File: src/rtl/cfg_pkg.sv
// Shared definitions for the front-end configuration serializer:
// state encoding, frame layout and fixed timing constants.
package cfg_pkg;

  localparam int GA1_W        = 2;
  localparam int GA2_W        = 3;
  localparam int FRAME_BITS   = GA1_W + GA2_W;
  localparam int GUARD_CYCLES = 2;
  localparam int DIV_W        = 4;   // holds the largest legal CLK_DIV (15)

  typedef enum logic [2:0] {
    ST_IDLE       = 3'd0,
    ST_RST_ASSERT = 3'd1,
    ST_RST_GUARD  = 3'd2,
    ST_SHIFT      = 3'd3,
    ST_WAIT_READY = 3'd4,
    ST_DONE       = 3'd5,
    ST_ERROR      = 3'd6
  } cfg_state_t;

  // Width of a counter that must hold the largest of three terminal counts.
  function automatic int cnt_width(input int a, input int b, input int c);
    int m;
    m = a;
    if (b > m) m = b;
    if (c > m) m = c;
    return (m < 2) ? 1 : $clog2(m + 1);
  endfunction

endpackage

File: src/rtl/cfg_bit_timer.sv
// Serial clock phase generator: while enabled, produces a 50% duty sclk
// with a half-period of CLK_DIV cycles, starting in the low phase.
module cfg_bit_timer
  import cfg_pkg::*;
#(
  parameter int CLK_DIV = 2
) (
  input  logic i_clk,
  input  logic i_rst,
  input  logic i_en,
  output logic o_sclk,
  output logic o_fall_tick
);

  localparam logic [DIV_W-1:0] C_HALF_LAST = DIV_W'(CLK_DIV - 1);

  logic [DIV_W-1:0] r_cnt;
  logic             r_phase;
  logic             w_tick;

  assign w_tick      = i_en && (r_cnt == C_HALF_LAST);
  assign o_fall_tick = w_tick && r_phase;
  assign o_sclk      = r_phase;

  // Half-period counter; phase toggles at the end of every half-period and
  // is forced low whenever the timer is disabled so sclk idles at 0.
  always_ff @(posedge i_clk or posedge i_rst) begin
    if (i_rst) begin
      r_cnt   <= '0;
      r_phase <= 1'b0;
    end else if (!i_en) begin
      r_cnt   <= '0;
      r_phase <= 1'b0;
    end else if (w_tick) begin
      r_cnt   <= '0;
      r_phase <= ~r_phase;
    end else begin
      r_cnt   <= r_cnt + 1'b1;
    end
  end

endmodule

File: src/rtl/cfg_serial_tx.sv
// Configuration frame transmitter: resets the front end, shifts the two
// gain codes out LSB first (A1 then A2), then waits for the ready flag.
module cfg_serial_tx
  import cfg_pkg::*;
#(
  parameter int CLK_DIV       = 2,
  parameter int RST_CYCLES    = 4,
  parameter int READY_TIMEOUT = 64
) (
  input  logic             i_clk,
  input  logic             i_resetAll,
  input  logic             i_start,
  input  logic [GA1_W-1:0] i_gainA1,
  input  logic [GA2_W-1:0] i_gainA2,
  input  logic             i_ready,
  output logic             o_resetbAll,
  output logic             o_sclk,
  output logic             o_sdin,
  output logic             o_busy,
  output logic             o_done,
  output logic             o_timeout
);

  localparam int CNT_W = cnt_width(RST_CYCLES, GUARD_CYCLES, READY_TIMEOUT);
  localparam int BIT_W = $clog2(FRAME_BITS);

  localparam logic [CNT_W-1:0] C_RST_LAST   = CNT_W'(RST_CYCLES - 1);
  localparam logic [CNT_W-1:0] C_GUARD_LAST = CNT_W'(GUARD_CYCLES - 1);
  localparam logic [CNT_W-1:0] C_WAIT_LAST  = CNT_W'(READY_TIMEOUT - 1);
  localparam logic [BIT_W-1:0] C_BIT_LAST   = BIT_W'(FRAME_BITS - 1);

  cfg_state_t            r_state;
  cfg_state_t            w_next;
  logic [CNT_W-1:0]      r_cnt;
  logic [BIT_W-1:0]      r_bitcnt;
  logic [FRAME_BITS-1:0] r_shreg;
  logic                  r_resetb;
  logic                  w_shift_en;
  logic                  w_sclk;
  logic                  w_fall_tick;
  logic                  w_accept;
  logic                  w_counting;

  cfg_bit_timer #(
    .CLK_DIV (CLK_DIV)
  ) u_bit_timer (
    .i_clk       (i_clk),
    .i_rst       (i_resetAll),
    .i_en        (w_shift_en),
    .o_sclk      (w_sclk),
    .o_fall_tick (w_fall_tick)
  );

  assign w_accept    = (r_state == ST_IDLE) && i_start;
  assign w_counting  = (r_state == ST_RST_ASSERT) || (r_state == ST_RST_GUARD) ||
                       (r_state == ST_WAIT_READY);
  assign o_sclk      = w_sclk;
  assign o_resetbAll = r_resetb;

  // State register.
  always_ff @(posedge i_clk or posedge i_resetAll) begin
    if (i_resetAll) r_state <= ST_IDLE;
    else            r_state <= w_next;
  end

  // Next-state and per-state outputs; ready is only looked at while waiting,
  // and a ready seen on the final wait cycle still counts as success.
  always_comb begin
    w_next     = r_state;
    o_busy     = 1'b0;
    o_done     = 1'b0;
    o_timeout  = 1'b0;
    w_shift_en = 1'b0;
    o_sdin     = 1'b0;
    unique case (r_state)
      ST_IDLE: begin
        if (i_start) w_next = ST_RST_ASSERT;
      end
      ST_RST_ASSERT: begin
        o_busy = 1'b1;
        if (r_cnt == C_RST_LAST) w_next = ST_RST_GUARD;
      end
      ST_RST_GUARD: begin
        o_busy = 1'b1;
        if (r_cnt == C_GUARD_LAST) w_next = ST_SHIFT;
      end
      ST_SHIFT: begin
        o_busy     = 1'b1;
        w_shift_en = 1'b1;
        o_sdin     = r_shreg[0];
        if (w_fall_tick && (r_bitcnt == C_BIT_LAST)) w_next = ST_WAIT_READY;
      end
      ST_WAIT_READY: begin
        o_busy = 1'b1;
        if (i_ready)                   w_next = ST_DONE;
        else if (r_cnt == C_WAIT_LAST) w_next = ST_ERROR;
      end
      ST_DONE: begin
        o_done = 1'b1;
        w_next = ST_IDLE;
      end
      ST_ERROR: begin
        o_timeout = 1'b1;
        w_next    = ST_IDLE;
      end
      default: w_next = ST_IDLE;
    endcase
  end

  // Per-state cycle counter: restarts at 0 on every state change and only
  // runs in the timed states, each of which exits before the counter's max.
  always_ff @(posedge i_clk or posedge i_resetAll) begin
    if (i_resetAll)              r_cnt <= '0;
    else if (w_next != r_state)  r_cnt <= '0;
    else if (w_counting)         r_cnt <= r_cnt + 1'b1;
  end

  // Bit counter advances on each sclk fall, i.e. after a bit has been sampled.
  always_ff @(posedge i_clk or posedge i_resetAll) begin
    if (i_resetAll)               r_bitcnt <= '0;
    else if (r_state != ST_SHIFT) r_bitcnt <= '0;
    else if (w_fall_tick)         r_bitcnt <= r_bitcnt + 1'b1;
  end

  // Frame shift register: loaded only when a request is accepted, shifted
  // right on each sclk fall so the next bit is set up during the low phase.
  always_ff @(posedge i_clk or posedge i_resetAll) begin
    if (i_resetAll)
      r_shreg <= '0;
    else if (w_accept)
      r_shreg <= {i_gainA2, i_gainA1};
    else if ((r_state == ST_SHIFT) && w_fall_tick)
      r_shreg <= {1'b0, r_shreg[FRAME_BITS-1:1]};
  end

  // Front-end reset: driven low on accept, released when the assert window
  // ends, and otherwise held so it stays high between frames.
  always_ff @(posedge i_clk or posedge i_resetAll) begin
    if (i_resetAll)
      r_resetb <= 1'b0;
    else if (w_accept)
      r_resetb <= 1'b0;
    else if ((r_state == ST_RST_ASSERT) && (w_next == ST_RST_GUARD))
      r_resetb <= 1'b1;
  end

endmodule

File: config.mk
export PLATFORM = sky130hd
export DESIGN_NAME = cfg_serial_tx
export DESIGN_NICKNAME = d
export VERILOG_FILES = /design/src/rtl/cfg_pkg.sv /design/src/rtl/cfg_bit_timer.sv /design/src/rtl/cfg_serial_tx.sv
export SDC_FILE = /design/constraint.sdc
export NUM_CORES = 1
export LEC_CHECK = 0
export BUFFER_PORTS_ARGS = -buffer_cell sky130_fd_sc_hd__buf_2
export CORE_MARGIN = 2
export CORE_UTILIZATION = 55
export CTS_BUF_LIST = sky130_fd_sc_hd__clkbuf_8
export CTS_CLUSTER_SIZE = 30
export DETAILED_ROUTE_END_ITERATION = 16
export PLACE_DENSITY = 0.84
export SYNTH_ARGS = -nofsm -noshare
export SYNTH_HDL_FRONTEND = slang
export SYNTH_SLANG_ARGS = --single-unit
File: constraint.sdc
create_clock -name i_clk -period 3.25 [get_ports i_clk]
set_input_delay 0.325 -clock i_clk [delete_from_list [all_inputs] [get_ports i_clk]]
set_output_delay 0.325 -clock i_clk [all_outputs]
set_load 0.05 [all_outputs]
==> results of run 1 <==
==> critical path, delay by kind of cell (launching register included) <==
kind,cells,cell delay [ns]
flip-flops,1,0.59
AND/OR/NAND/NOR,3,0.73
buffers and inverters,1,0.26
==> cell families after synthesis <==
group           share of synthesized area, %
simple gates                           20.02
fa+ha+maj                              5.535
buf+inv                                3.875
xor+xnor                               7.012
flops                                  44.28
mux                                    3.782
compound gates                         15.50
==> registers in the layout, indices dropped and copies added, names as in the netlist <==
signal	cells
r_cnt	7
r_shreg	5
u_bit_timer.r_cnt	4
r_bitcnt	3
r_state	3
o_resetbAll	1
u_bit_timer.o_sclk	1
==> through the flow <==
stage	area [um2]	util (%)	worst slack, ns	total power [uW]
floorplan	1356	-	1.430	851.9
global placement	1450	63.72	1.455	936.0
detailed placement	1450	63.72	1.360	975.0
CTS	1505	66.14	1.046	1178
global route	1505	66.14	0.9036	1260
finish	1505	66.14	1.061	1167
==> layer usage <==
layer / vias up / GRT usage (%)
li1: 521 / -
met2: 14 / 38.21
met4: 0 / 3.846
met3: 2 / 5.278
met1: 501 / 26.23
met5: - / 0
==> cell usage after synthesis (all sizes together), types with 2 or more instances <==
cell,count,area [um2]
dfrtp,24,600.6
nand2,11,41.29
nor2,11,41.29
a21oi,10,50.05
o21ai,8,47.55
inv,7,26.28
xor2,7,68.82
ha,6,75.07
and3,4,25.02
mux2i,4,40.04
buf,3,15.01
clkbuf,3,11.26
nand3,3,15.01
nor2b,3,18.77
nor4bb,3,30.03
o211ai,3,22.52
xnor2,3,26.28
a22oi,2,20.02
and2,2,12.51
nand2b,2,12.51
nand3b,2,15.01
o2111ai,2,17.52
==> cell type report <==
type,instances,area (um2)
fill,184,770.7
multi-input combinational,101,703.2
sequential,24,600.6
timing repair buffer,16,85.08
clock buffer,4,55.05
tap,28,35.03
inverter,7,26.28
==> power by group through the flow <==
stage | combinational, uW | clock, uW | sequential, uW
2_1_floorplan | 365 | 0 | 487
3_5_place_dp | 491 | 0 | 484
6_report | 484 | 204 | 479
3_3_place_gp | 461 | 0 | 475
4_1_cts | 492 | 207 | 479
5_1_grt | 543 | 222 | 495
==> placed cells by master, fill, tap and decap left out, types with 3 or more instances in the layout <==
cell type,n
and3_1,4
nor2_1,11
nand2_1,11
ha_1,6
xor2_1,6
o211ai_1,3
xnor2_1,3
a21oi_1,10
nor2b_1,3
o21ai_0,6
buf_2,14
nand3_1,3
dfrtp_1,24
clkbuf_8,4
nor4bb_1,3
inv_1,7
mux2i_1,4
==> final timing paths <==
kind,endpoint,depth (start not counted)
setup / recovery,o_busy,4
hold / removal,r_state[0],2
setup reg to reg,r_cnt[5],5
hold reg to reg,u_bit_timer.r_cnt[0],1
max in group asynchronous,u_bit_timer.r_cnt[3],2
min in group i_clk,r_shreg[3],3
==> flow_metrics.tcl, run 1 <==
set metrics [dict create \
    relSlewSlack_pct 41.33 \
    clkTransAtPathRegs_ns 0.08 \
    dr_wl_met2_um 1331 \
    async_flop_share_pct 100.0 \
    antenna_cells 0 \
    startpoint "r_state[0]" \
    grt_max_degree 25 \
    status "completed" \
    r2r_slack_ns 1.30 \
    setup-violations-final 0 \
    rsz0062_at_grt "no" \
    drc 0 \
    ys_seq_area_share_pct 44.28 \
    overflow 0 \
    crit_type "reg2out" \
    synth_area_um2 1356 \
    clockBufferDepth 2 \
    ir_drop_mv 0.6264 \
    grt_pass1_wl_um 4491 \
    track_usage_pct 21.45 \
    ioPinCount 15 \
    p_switching_uw 493.8 \
    synth.net_count 153 \
    dp.cells 176 \
    antenna_found_initial 0 \
    synth.distinct_cells 40 \
    die_x_um 53.66 \
    syn-instance-count 138 \
    ys_dominant_reg_cell "dfrtp_1" \
    cts_setup_buffers 0 \
    cts-root-buf "clkbuf_8" \
    met3_length_um 85 \
    timing.final.hold_violations 0 \
    ctsHoldBuffers 0 \
    top_layer "met4" \
    cts_buffers 3 \
    clock_skew_ns 0.003287 \
    clk_latency_ns 0.27 \
    crit_path_max_fanout 11 \
    area_growth_pct 10.98 \
    dieArea_um2 2879 \
    max_freq_mhz 456.9 \
    dr.first_iter.drc_count 27 \
    start_util_pct 59.59 \
    viasPerCell 5.767 \
    worstPathCellList "nor2b_1 > nand2_1 > nand2_1 > buf_2" \
    die_height_um 53.66 \
    finalNetCount 168 \
    finalNonFillerCells 180 \
    reg2reg_from "r_cnt[0]" \
    synth_edf_count 0 \
    ant_nets 0 \
    design.core.area_um2 2276 \
    pwr-share-seq_pct 41.1 \
    arrival_ns 1.86 \
    drt-pass1-iter-count 4 \
    clock_sinks 24 \
    rows 17 \
    endpoint_kind "primary output" \
    critPathMostFrequentCell "nand2_1" \
    drive_gt1_share_pct 18.42 \
    wl_met1_um 1188 \
    critical_path.max_stage_delay_ns 0.59 \
    port_buffers 14 \
    leakagePower_uw 0.0007208 \
    netSwitchingFraction_pct 42.31 \
    p_int_uw 673.2 \
    grt_pass1_vias 1020 \
    fin_crit_sh_pct 67.35 \
    vias 1038 \
    gp_congestion 0.7865 \
    wl_um 2624 \
    cts_resized 0 \
    yosysWarnings 0 \
    min_path_type "in2async" \
    holdWs_ns 0.2259 \
    tightest_slew_ns 0.8791 \
    drv_cap 0 \
    ys_seq_elements 24 \
    worstSetupStartpointType "flop" \
    power_per_cell_area_nw_per_um2 775.4 \
    min_period_ns 2.189 \
    cts_max_level 1 \
    postSynthAreaPerCell_um2 9.828 \
    slowest_stage "dfrtp_1" \
    tns_ns 0 \
    wl_per_cell_um 14.58 \
    required_ns 2.92 \
    cts_tree "yes" \
    timing.final.max_slew_violations 0 \
    hpwl_um 1985 \
    comb_power_share_pct 41.5 \
    clock_power_share_pct 17.4 \
]
Power figures use the tool's default switching activity.
==> run 2: changes to the inputs <==
--- a/config.mk
+++ b/config.mk
@@ -5,13 +5,14 @@
 export SDC_FILE = /design/constraint.sdc
 export NUM_CORES = 1
 export LEC_CHECK = 0
+export ABC_AREA = 1
 export BUFFER_PORTS_ARGS = -buffer_cell sky130_fd_sc_hd__buf_2
 export CORE_MARGIN = 2
 export CORE_UTILIZATION = 55
 export CTS_BUF_LIST = sky130_fd_sc_hd__clkbuf_8
 export CTS_CLUSTER_SIZE = 30
 export DETAILED_ROUTE_END_ITERATION = 16
-export PLACE_DENSITY = 0.84
+export PLACE_DENSITY = 0.83
 export SYNTH_ARGS = -nofsm -noshare
 export SYNTH_HDL_FRONTEND = slang
 export SYNTH_SLANG_ARGS = --single-unit
==> constraint.sdc (replaced) <==
create_clock -name i_clk -period 2.1 [get_ports i_clk]
set_input_delay 0.21 -clock i_clk [delete_from_list [all_inputs] [get_ports i_clk]]
set_output_delay 0.21 -clock i_clk [all_outputs]
set_load 0.05 [all_outputs]
==> flow_metrics.tcl, run 2 <==
set metrics [dict create \
    status "completed" \
    relSlewSlack_pct 80.03 \
    wl_um 2698 \
    fill_cells 201 \
    finalNetCount 209 \
    drive_gt1_share_pct 22.80 \
    ant_nets 0 \
    synth_edf_count 0 \
    ys_seq_elements 24 \
    viasPerCell 5.179 \
    min_period_ns 1.837 \
    ys_dominant_reg_cell "dfrtp_1" \
    cts_buffers 3 \
    clock_skew_ns 0.003359 \
    cts_max_level 1 \
    power_per_cell_area_nw_per_um2 1129 \
    yosysWarnings 0 \
    hpwl_um 2125 \
    holdWs_ns 0.1487 \
    clkTransAtPathRegs_ns 0.09 \
    required_ns 1.89 \
    port_buffers 14 \
    timing.final.hold_violations 0 \
    dp.cells 218 \
    fin_crit_sh_pct 87.46 \
    drt-pass1-iter-count 4 \
    final_cell_mix "nand2_1 (37), inv_1 (24), dfrtp_1 (24), nor2_1 (22), buf_2 (14)" \
    cts-root-buf "clkbuf_8" \
    grt_pass1_vias 1091 \
    grt_pass1_wl_um 4547 \
    dr.first_iter.drc_count 26 \
    timing.final.max_slew_violations 0 \
    wl_per_cell_um 12.10 \
    ioPinCount 15 \
    cts_tree "yes" \
    die_x_um 54.70 \
    final_common_cell "nand2_1" \
    overflow 0 \
    die_height_um 54.70 \
    gp_congestion 0.8039 \
    yosys-top-cells-count "nand2_1 (37), dfrtp_1 (24), inv_1 (24), nor2_1 (22), nor2_2 (8)" \
    track_usage_pct 21.19 \
    synth_top_cell_by_area "dfrtp_1" \
    synth.distinct_cells 26 \
    design.core.area_um2 2455 \
    synth_area_um2 1414 \
    rsz0062_at_grt "no" \
    grt_max_degree 25 \
    tightest_slew_ns 0.2957 \
    arrival_ns 1.63 \
    clock_sinks 24 \
    antenna_found_initial 0 \
    ys_top_cells_by_area "dfrtp_1 (42%), nand2_1 (9.8%), inv_1 (6.4%), nor2_1 (5.8%), ha_1 (5.3%)" \
    start_util_pct 57.59 \
    ys_seq_area_share_pct 42.48 \
    setup-violations-final 0 \
    largest_reg_flops 7 \
    ctsHoldBuffers 1 \
    vias 1155 \
    drc 0 \
    regMostFlops "r_cnt" \
    max_freq_mhz 544.5 \
    cts_setup_buffers 0 \
    synth.top_cell.area_share_pct 42.48 \
    crit_type "reg2out" \
    tns_ns 0 \
    endpoint_kind "primary output" \
    synth.net_count 188 \
    clockBufferDepth 2 \
    syn-instance-count 173 \
    antenna_cells 0 \
    drv_cap 0 \
    yosysMostFrequentCell "nand2_1" \
    clk_latency_ns 0.26 \
    crit_path_max_fanout 5 \
    postSynthAreaPerCell_um2 8.173 \
    worstSetupStartpointType "flop" \
    cts_resized 0 \
    largestRegisters "r_cnt (7), r_shreg (5), u_bit_timer.r_cnt (4)" \
    area_growth_pct 13.89 \
    finalNonFillerCells 223 \
    min_path_type "in2reg" \
    dieArea_um2 2992 \
    ir_drop_mv 1.009 \
    leakagePower_uw 0.0008194 \
    rows 18 \
    async_flop_share_pct 100.0 \
]
-- run 2: cell families (layout without fill, tap and decap cells) --
| kind of cell | count (synthesis) | count (layout) | synth area share, % |
|---|---|---|---|
| simple gates | 96 | 96 | 35.22 |
| buf+inv | 28 | 48 | 7.434 |
| flops | 24 | 24 | 42.48 |
| compound gates | 12 | 12 | 5.133 |
| fa+ha+maj | 6 | 6 | 5.310 |
| xor+xnor | 6 | 6 | 3.717 |
| mux | 1 | 1 | 0.7080 |
-- run 2: area by class of cell --
class | count | area, um2 | share of cell area, %
clock inverter | 1 | 30.03 | 1.865
timing repair buffer | 16 | 87.58 | 5.439
sequential | 24 | 600.6 | 37.30
tap | 30 | 37.54 | 2.331
inverter | 28 | 105.1 | 6.527
multi-input combinational | 121 | 708.2 | 43.98
clock buffer | 3 | 41.29 | 2.564
-- run 2: worst paths after layout --
| path | startpoint | endpoint | slack, ns | cells after the start |
|---|---|---|---|---|
| max reg2reg | u_bit_timer.r_cnt[1] | r_shreg[2] | 0.35 | 10 |
| max | r_state[2] | o_busy | 0.26 | 6 |
| min in group asynchronous | i_resetAll | r_cnt[1] | 0.51 | 4 |
| max in group asynchronous | i_resetAll | r_cnt[4] | 1.36 | 4 |
| min | i_gainA2[2] | r_shreg[4] | 0.15 | 3 |
| min reg2reg | r_bitcnt[2] | r_bitcnt[2] | 0.47 | 1 |
-- run 2: per-stage QoR --
stage | cell area (um2) | util (%) | worst slack (ns) | power [uW]
6_report | 1610 | 65.60 | 0.2634 | 1818
5_1_grt | 1610 | 65.60 | 0.1651 | 1931
4_1_cts | 1610 | 65.60 | 0.2525 | 1827
3_5_place_dp | 1529 | 62.28 | 0.3957 | 1417
3_3_place_gp | 1529 | 62.28 | 0.4707 | 1385
2_1_floorplan | 1414 | - | 0.2475 | 1252
-- run 2: routing by layer --
layer	vias up	global-route usage, %	share of wire, %
met5	-	0	0
met4	0	6.250	0.52
met3	4	3.552	5.0
met2	38	36.90	50
met1	527	26.60	45
li1	586	-	-
-- run 2: power by group --
group / total (uW) / switching [uW] / internal, uW
sequential: 642 / 86.3 / 556
combinational: 774 / 546 / 228
clock: 401 / 147 / 255
total: 1820 / 779 / 1040
-- run 2: worst max-delay path, cell delays in order, from the launching register on --
cell	delay [ns]
dfrtp_1	0.45
inv_2	0.13
nand2_1	0.09
nor2_1	0.23
inv_2	0.10
nand4_1	0.09
buf_2	0.27
